### src/rtl/mem_arbiter.sv
// mem_arbiter: shares one combinational RAM port between an instruction-fetch
// requester and a data (load/store) requester. Each access is registered in
// IDLE and then replayed on the RAM for exactly one strobe cycle. Partial-word
// stores become a read-modify-write because the RAM only takes whole words.
//
// Ports
//   clk, rst_n                 clock, synchronous active-low reset
//   i_addr, i_read             instruction fetch request (byte address)
//   i_readdata, i_waitrequest  fetched word, low-for-one-cycle completion
//   d_addr, d_read, d_write    data request (byte address)
//   d_byteenable, d_writedata  store lanes (lane k = bits 8k+7:8k) and data
//   d_readdata, d_waitrequest  load word, low-for-one-cycle completion
//   mem_addr, mem_data_in      word-aligned RAM address and write data
//   mem_data_read/write        RAM strobes, decoded from the state register
//   mem_data_out               RAM read data (combinational from mem_addr)
//
// Build option
//   ARB_ROUND_ROBIN_EN         defined: round-robin on ties (data wins first);
//                              undefined: data always beats instruction.

module mem_arbiter #(
   parameter int ADDR_W = 32,
   parameter int DATA_W = 32
) (
   input  logic              clk,
   input  logic              rst_n,
   input  logic [ADDR_W-1:0] i_addr,
   input  logic              i_read,
   output logic [DATA_W-1:0] i_readdata,
   output logic              i_waitrequest,
   input  logic [ADDR_W-1:0] d_addr,
   input  logic              d_read,
   input  logic              d_write,
   input  logic [3:0]        d_byteenable,
   input  logic [DATA_W-1:0] d_writedata,
   output logic [DATA_W-1:0] d_readdata,
   output logic              d_waitrequest,
   output logic [31:0]       mem_addr,
   output logic [31:0]       mem_data_in,
   output logic              mem_data_read,
   output logic              mem_data_write,
   input  logic [31:0]       mem_data_out
);

   typedef enum logic [2:0] {
      IDLE,
      I_RD,
      I_ACK,
      D_RD,
      D_ACK,
      D_RMW_RD,
      D_WR
   } state_t;

   state_t            state;
   logic [ADDR_W-1:0] addr_q;
   logic [DATA_W-1:0] wdata_q;
   logic [3:0]        be_q;
   logic [31:0]       word_addr;
   logic [31:0]       merged;
   logic              d_req;
   logic              grant_d;
   logic              unused_addr_lsbs;

`ifdef ARB_ROUND_ROBIN_EN
   logic              last_i;   // 1: instruction was granted most recently
`endif

   assign word_addr        = 32'({addr_q[ADDR_W-1:2], 2'b00});
   assign unused_addr_lsbs = ^addr_q[1:0];

   always_comb begin
      d_req = d_read | d_write;
`ifdef ARB_ROUND_ROBIN_EN
      grant_d = d_req & (~i_read | last_i);
`else
      grant_d = d_req;
`endif
   end

   // Enabled lanes take the new store data, the rest keep the RAM's old bytes.
   always_comb begin
      merged = '0;
      for (int unsigned k = 0; k < 4; k++) begin
         merged[8*k +: 8] = be_q[k] ? wdata_q[8*k +: 8] : mem_data_out[8*k +: 8];
      end
   end

   always_ff @(posedge clk) begin
      if (!rst_n) begin
         state      <= IDLE;
         addr_q     <= '0;
         wdata_q    <= '0;
         be_q       <= '0;
         i_readdata <= '0;
         d_readdata <= '0;
`ifdef ARB_ROUND_ROBIN_EN
         last_i     <= 1'b1;
`endif
      end else begin
         // Read data is only non-zero during its ACK cycle.
         i_readdata <= '0;
         d_readdata <= '0;
         case (state)
            IDLE: begin
               if (grant_d) begin
                  addr_q  <= d_addr;
                  wdata_q <= d_writedata;
                  be_q    <= d_byteenable;
`ifdef ARB_ROUND_ROBIN_EN
                  last_i  <= 1'b0;
`endif
                  if (d_write) begin
                     if (d_byteenable == 4'h0)      state <= D_ACK;
                     else if (d_byteenable == 4'hF) state <= D_WR;
                     else                           state <= D_RMW_RD;
                  end else begin
                     state <= D_RD;
                  end
               end else if (i_read) begin
                  addr_q <= i_addr;
`ifdef ARB_ROUND_ROBIN_EN
                  last_i <= 1'b1;
`endif
                  state  <= I_RD;
               end
            end
            I_RD: begin
               i_readdata <= mem_data_out;
               state      <= I_ACK;
            end
            D_RD: begin
               d_readdata <= mem_data_out;
               state      <= D_ACK;
            end
            // The merged word replaces the captured store data for D_WR.
            D_RMW_RD: begin
               wdata_q <= merged;
               state   <= D_WR;
            end
            D_WR:    state <= D_ACK;
            I_ACK,
            D_ACK:   state <= IDLE;
            default: state <= IDLE;
         endcase
      end
   end

   always_comb begin
      mem_addr       = '0;
      mem_data_in    = '0;
      mem_data_read  = 1'b0;
      mem_data_write = 1'b0;
      case (state)
         I_RD, D_RD, D_RMW_RD: begin
            mem_addr      = word_addr;
            mem_data_read = 1'b1;
         end
         D_WR: begin
            mem_addr       = word_addr;
            mem_data_in    = wdata_q;
            mem_data_write = 1'b1;
         end
         default: ;
      endcase
   end

   assign i_waitrequest = (state != I_ACK);
   assign d_waitrequest = (state != D_ACK);

endmodule
### config.mk
export PLATFORM = sky130hd
export DESIGN_NAME = mem_arbiter
export DESIGN_NICKNAME = d
export VERILOG_FILES = /design/src/rtl/mem_arbiter.sv
export SDC_FILE = /design/constraint.sdc
export NUM_CORES = 1
export LEC_CHECK = 0
export ABC_AREA = 0
export BUFFER_PORTS_ARGS = -buffer_cell sky130_fd_sc_hd__buf_2
export CELL_PAD_IN_SITES_DETAIL_PLACEMENT = 0
export CELL_PAD_IN_SITES_GLOBAL_PLACEMENT = 1
export CORE_MARGIN = 10
export CORE_UTILIZATION = 36
export CTS_CLUSTER_DIAMETER = 50
export DETAILED_ROUTE_END_ITERATION = 6
export PLACE_DENSITY = 0.83
export SLEW_MARGIN = 20
export SYNTH_ARGS = -nofsm -noshare
export SYNTH_HDL_FRONTEND = slang
export SYNTH_SLANG_ARGS = --single-unit
### constraint.sdc
create_clock -name clk -period 2.6 [get_ports clk]
set_clock_uncertainty 0.05 [all_clocks]
set_input_delay 0.26 -clock clk [delete_from_list [all_inputs] [get_ports clk]]
set_output_delay 0.26 -clock clk [all_outputs]
set_load 0.03 [all_outputs]
==> results.cfg <==
[status]
status = finished clean

[sta]
max_freq_mhz = 418
rsz0062_at_grt = no
slew_headroom_pct = 62.0
layout_min_cycle_time_ns = 2.39
holdWs_ns = 0.0117
worstMarginPinSlew_ns = 0.570
fin_crit_sh_pct = 92.0
hold_viol = 0
maxSlewViolCount = 0
finalSetupViolCount = 0
setup_tns_ns = 0

[final_layout]
final_layout_size_suffix_gt1_share_pct = 39.4
final_util_pct = 50.1
num-fill-cells = 1505
area_delta_synth_final_pct = 35.4
fin_cells = 1052
nets = 965
n_antenna_cell = 0

[min_path]
holdPathEnd = i_readdata[26]$_SDFF_PN0_
hp-class = in2reg
hold_start = mem_data_out[26]
hold_depth = 2

[pwr]
powerDensity_nw_per_um2 = 792
power.total_uw = 6070
vdd_ir_drop_max_mv = 0.466
power_leakage_uw = 0.00376

[global_routing]
grt-busiest-layer = met2
grtUsageMet2_pct = 28.2
grt-ovfl-total = 0
grt_pass1_vias = 5340
antenna_found_initial = 1
grt_pass1_wl_um = 30200
grtUsageMet1_pct = 21.2
grt_max_degree = 50
use_met3_pct = 7.26
track_usage_pct = 17.6

[logic_synthesis]
yosysWarnings = 0
synthFlopType = dfxtp_1
async_reset_ff_share_pct = 0
syn_inst = 590
synthDistinctLibCells = 39
ys_ff_latch = 133
ys_seq_area_share_pct = 47.0
synth.cell_area_um2 = 5660
synth-edff-count = 0
syn_avg_cell_area_um2 = 9.60

[clock_network]
clk_latency_ns = 0.42
cts_setup_buffers = 0
postCtsResizedCells = 1
root_buffer = clkbuf_16
clk_path_buf_depth = 2
holdBufCountCts = 0
cts_tree = yes
clock_sinks = 133
path_clk_slew_ns = 0.06
htree_num_levels = 4
cts_made_buffers = 17

[setup_path]
endpoint_kind = output pin
reg2reg_depth = 4
setup.worst_path.start_class = register
required_ns = 2.29
path_max_fanout = 20
reg2reg_to = wdata_q[21]$_SDFFE_PN0P_
rrSetupSlack_ns = 0.72
path_class = reg2out
crit_arrival_ns = 2.08
rr_startpoint = state[2]$_SDFFE_PN0P_

[routing]
drc_errors = 0
antenna_left = 0
drt_iter0_drc = 241
drt-total-wl_um = 19100
vias = 5173
firstDrtPassIters = 5
via_per_inst = 4.92
wl_per_cell_um = 18.2

[floorplanning]
die_w_um = 145
die_area_um2 = 21100
start_util_pct = 37.0
ioPinCount = 269
placeableCoreArea_um2 = 15300
rows = 45
die_height_um = 145

[placed_design]
portBuffers = 262
place_inst = 1020
dp_hpwl_um = 13900
place.gp.congestion = 0.751

[run]
maxCapViolations = 0
==> sequential cells by signal, indices dropped and copies added (netlist names) <==
register / count
d_readdata: 32
i_readdata: 32
wdata_q: 32
addr_q: 30
be_q: 4
state: 3
==> where the power goes <==
part / internal, uW / switching [uW] / leakage (uW)
clock network: 1340 / 978 / 0.000275
registers: 2280 / 124 / 0.00109
logic: 525 / 820 / 0.00240
==> worst max-delay path: stages, from the launching register on <==
cell	delay, ns
dfxtp_1	0.57
a21boi_1	0.19
nor2_4	0.30
buf_4	0.32
nor2b_1	0.09
buf_2	0.19
==> metal layers <==
layer  up-vias  part of all wire [%]  wire length (um)
met2       209                    47              8990
met1      2369                    43              8290
li1       2577                     -                 -
met5         -                 0.068                13
met4         2                   1.1               203
met3        16                   8.6              1650
==> layout by cell type (no fill, tap or decap), types with 3 or more instances in the layout <==
| cell type | Yosys | routed |
|---|---|---|
| o22ai_2 | 4 | 4 |
| a21oi_1 | 36 | 36 |
| nand3_1 | 4 | 4 |
| clkbuf_16 | 0 | 17 |
| inv_6 | 0 | 6 |
| a211oi_1 | 34 | 34 |
| mux2i_1 | 32 | 32 |
| and2_1 | 96 | 96 |
| nor2b_1 | 30 | 30 |
| clkinv_4 | 0 | 3 |
| dfxtp_1 | 133 | 132 |
| buf_4 | 5 | 16 |
| nand2_1 | 61 | 61 |
| buf_12 | 3 | 3 |
| buf_2 | 9 | 262 |
| o21ai_0 | 5 | 5 |
| and4bb_2 | 3 | 3 |
| or2_2 | 3 | 3 |
| a311oi_1 | 62 | 62 |
==> cell families (layout without fill, tap and decap cells) <==
family / count (synthesis) / after routing / synth area share, %
flip-flops: 133 / 133 / 47.0
AND/OR/NAND/NOR: 216 / 216 / 22.0
XOR/XNOR: 1 / 1 / 0.155
other: 1 / 2 / 0.0662
buffers and inverters: 65 / 315 / 6.36
AO/OA/AOI/OAI: 142 / 142 / 18.7
multiplexers: 32 / 32 / 5.66
==> worst max-delay path by stage <==
stage,startpoint,endpoint,depth (start not counted)
finish,state[2]$_SDFFE_PN0P_,mem_addr[16],5
global route,state[2]$_SDFFE_PN0P_,mem_addr[17],5
CTS,state[1]$_SDFFE_PN0P_,mem_addr[29],5
detailed placement,state[1]$_SDFFE_PN0P_,mem_addr[29],5
global placement,state[1]$_SDFFE_PN0P_,mem_addr[29],5
floorplan,state[0]$_SDFFE_PN0P_,mem_addr[11],6
==> synthesized netlist by cell type, types with 2 or more instances <==
master,number,share of area (%)
a211oi_1,34,4.5
nand3_1,4,0.35
or2_2,3,0.33
buf_12,3,1.1
and4bb_2,3,0.66
buf_4,5,0.66
nand2_1,61,4.0
buf_6,5,0.99
nor2_1,3,0.20
o22ai_2,4,0.88
a21oi_1,36,3.2
clkbuf_1,38,2.5
dfxtp_1,133,47
a311oi_1,62,9.6
mux2i_1,32,5.7
or3_1,2,0.22
nor2b_1,30,3.3
buf_1,3,0.20
o21ai_0,5,0.44
and2_1,96,11
nand3b_1,2,0.27
buf_2,9,0.80
==> area by class of cell <==
class | instances | area (um^2) | area share [%]
timing repair buffer | 281 | 1490 | 19.5
clock inverter | 14 | 140 | 1.83
tap | 211 | 264 | 3.44
clock buffer | 18 | 429 | 5.60
inverter | 2 | 7.51 | 0.0979
sequential | 133 | 2660 | 34.7
multi-input combinational | 393 | 2670 | 34.8
==> stage by stage <==
stage / area [um^2] / worst slack [ns]
after detailed placement: 7090 / 0.433
final: 7670 / 0.207
after CTS: 7660 / 0.108
after global placement: 7090 / 0.443
after floorplan: 5670 / 0.243
after global routing: 7670 / 0.0610
Power figures use the tool's default switching activity.
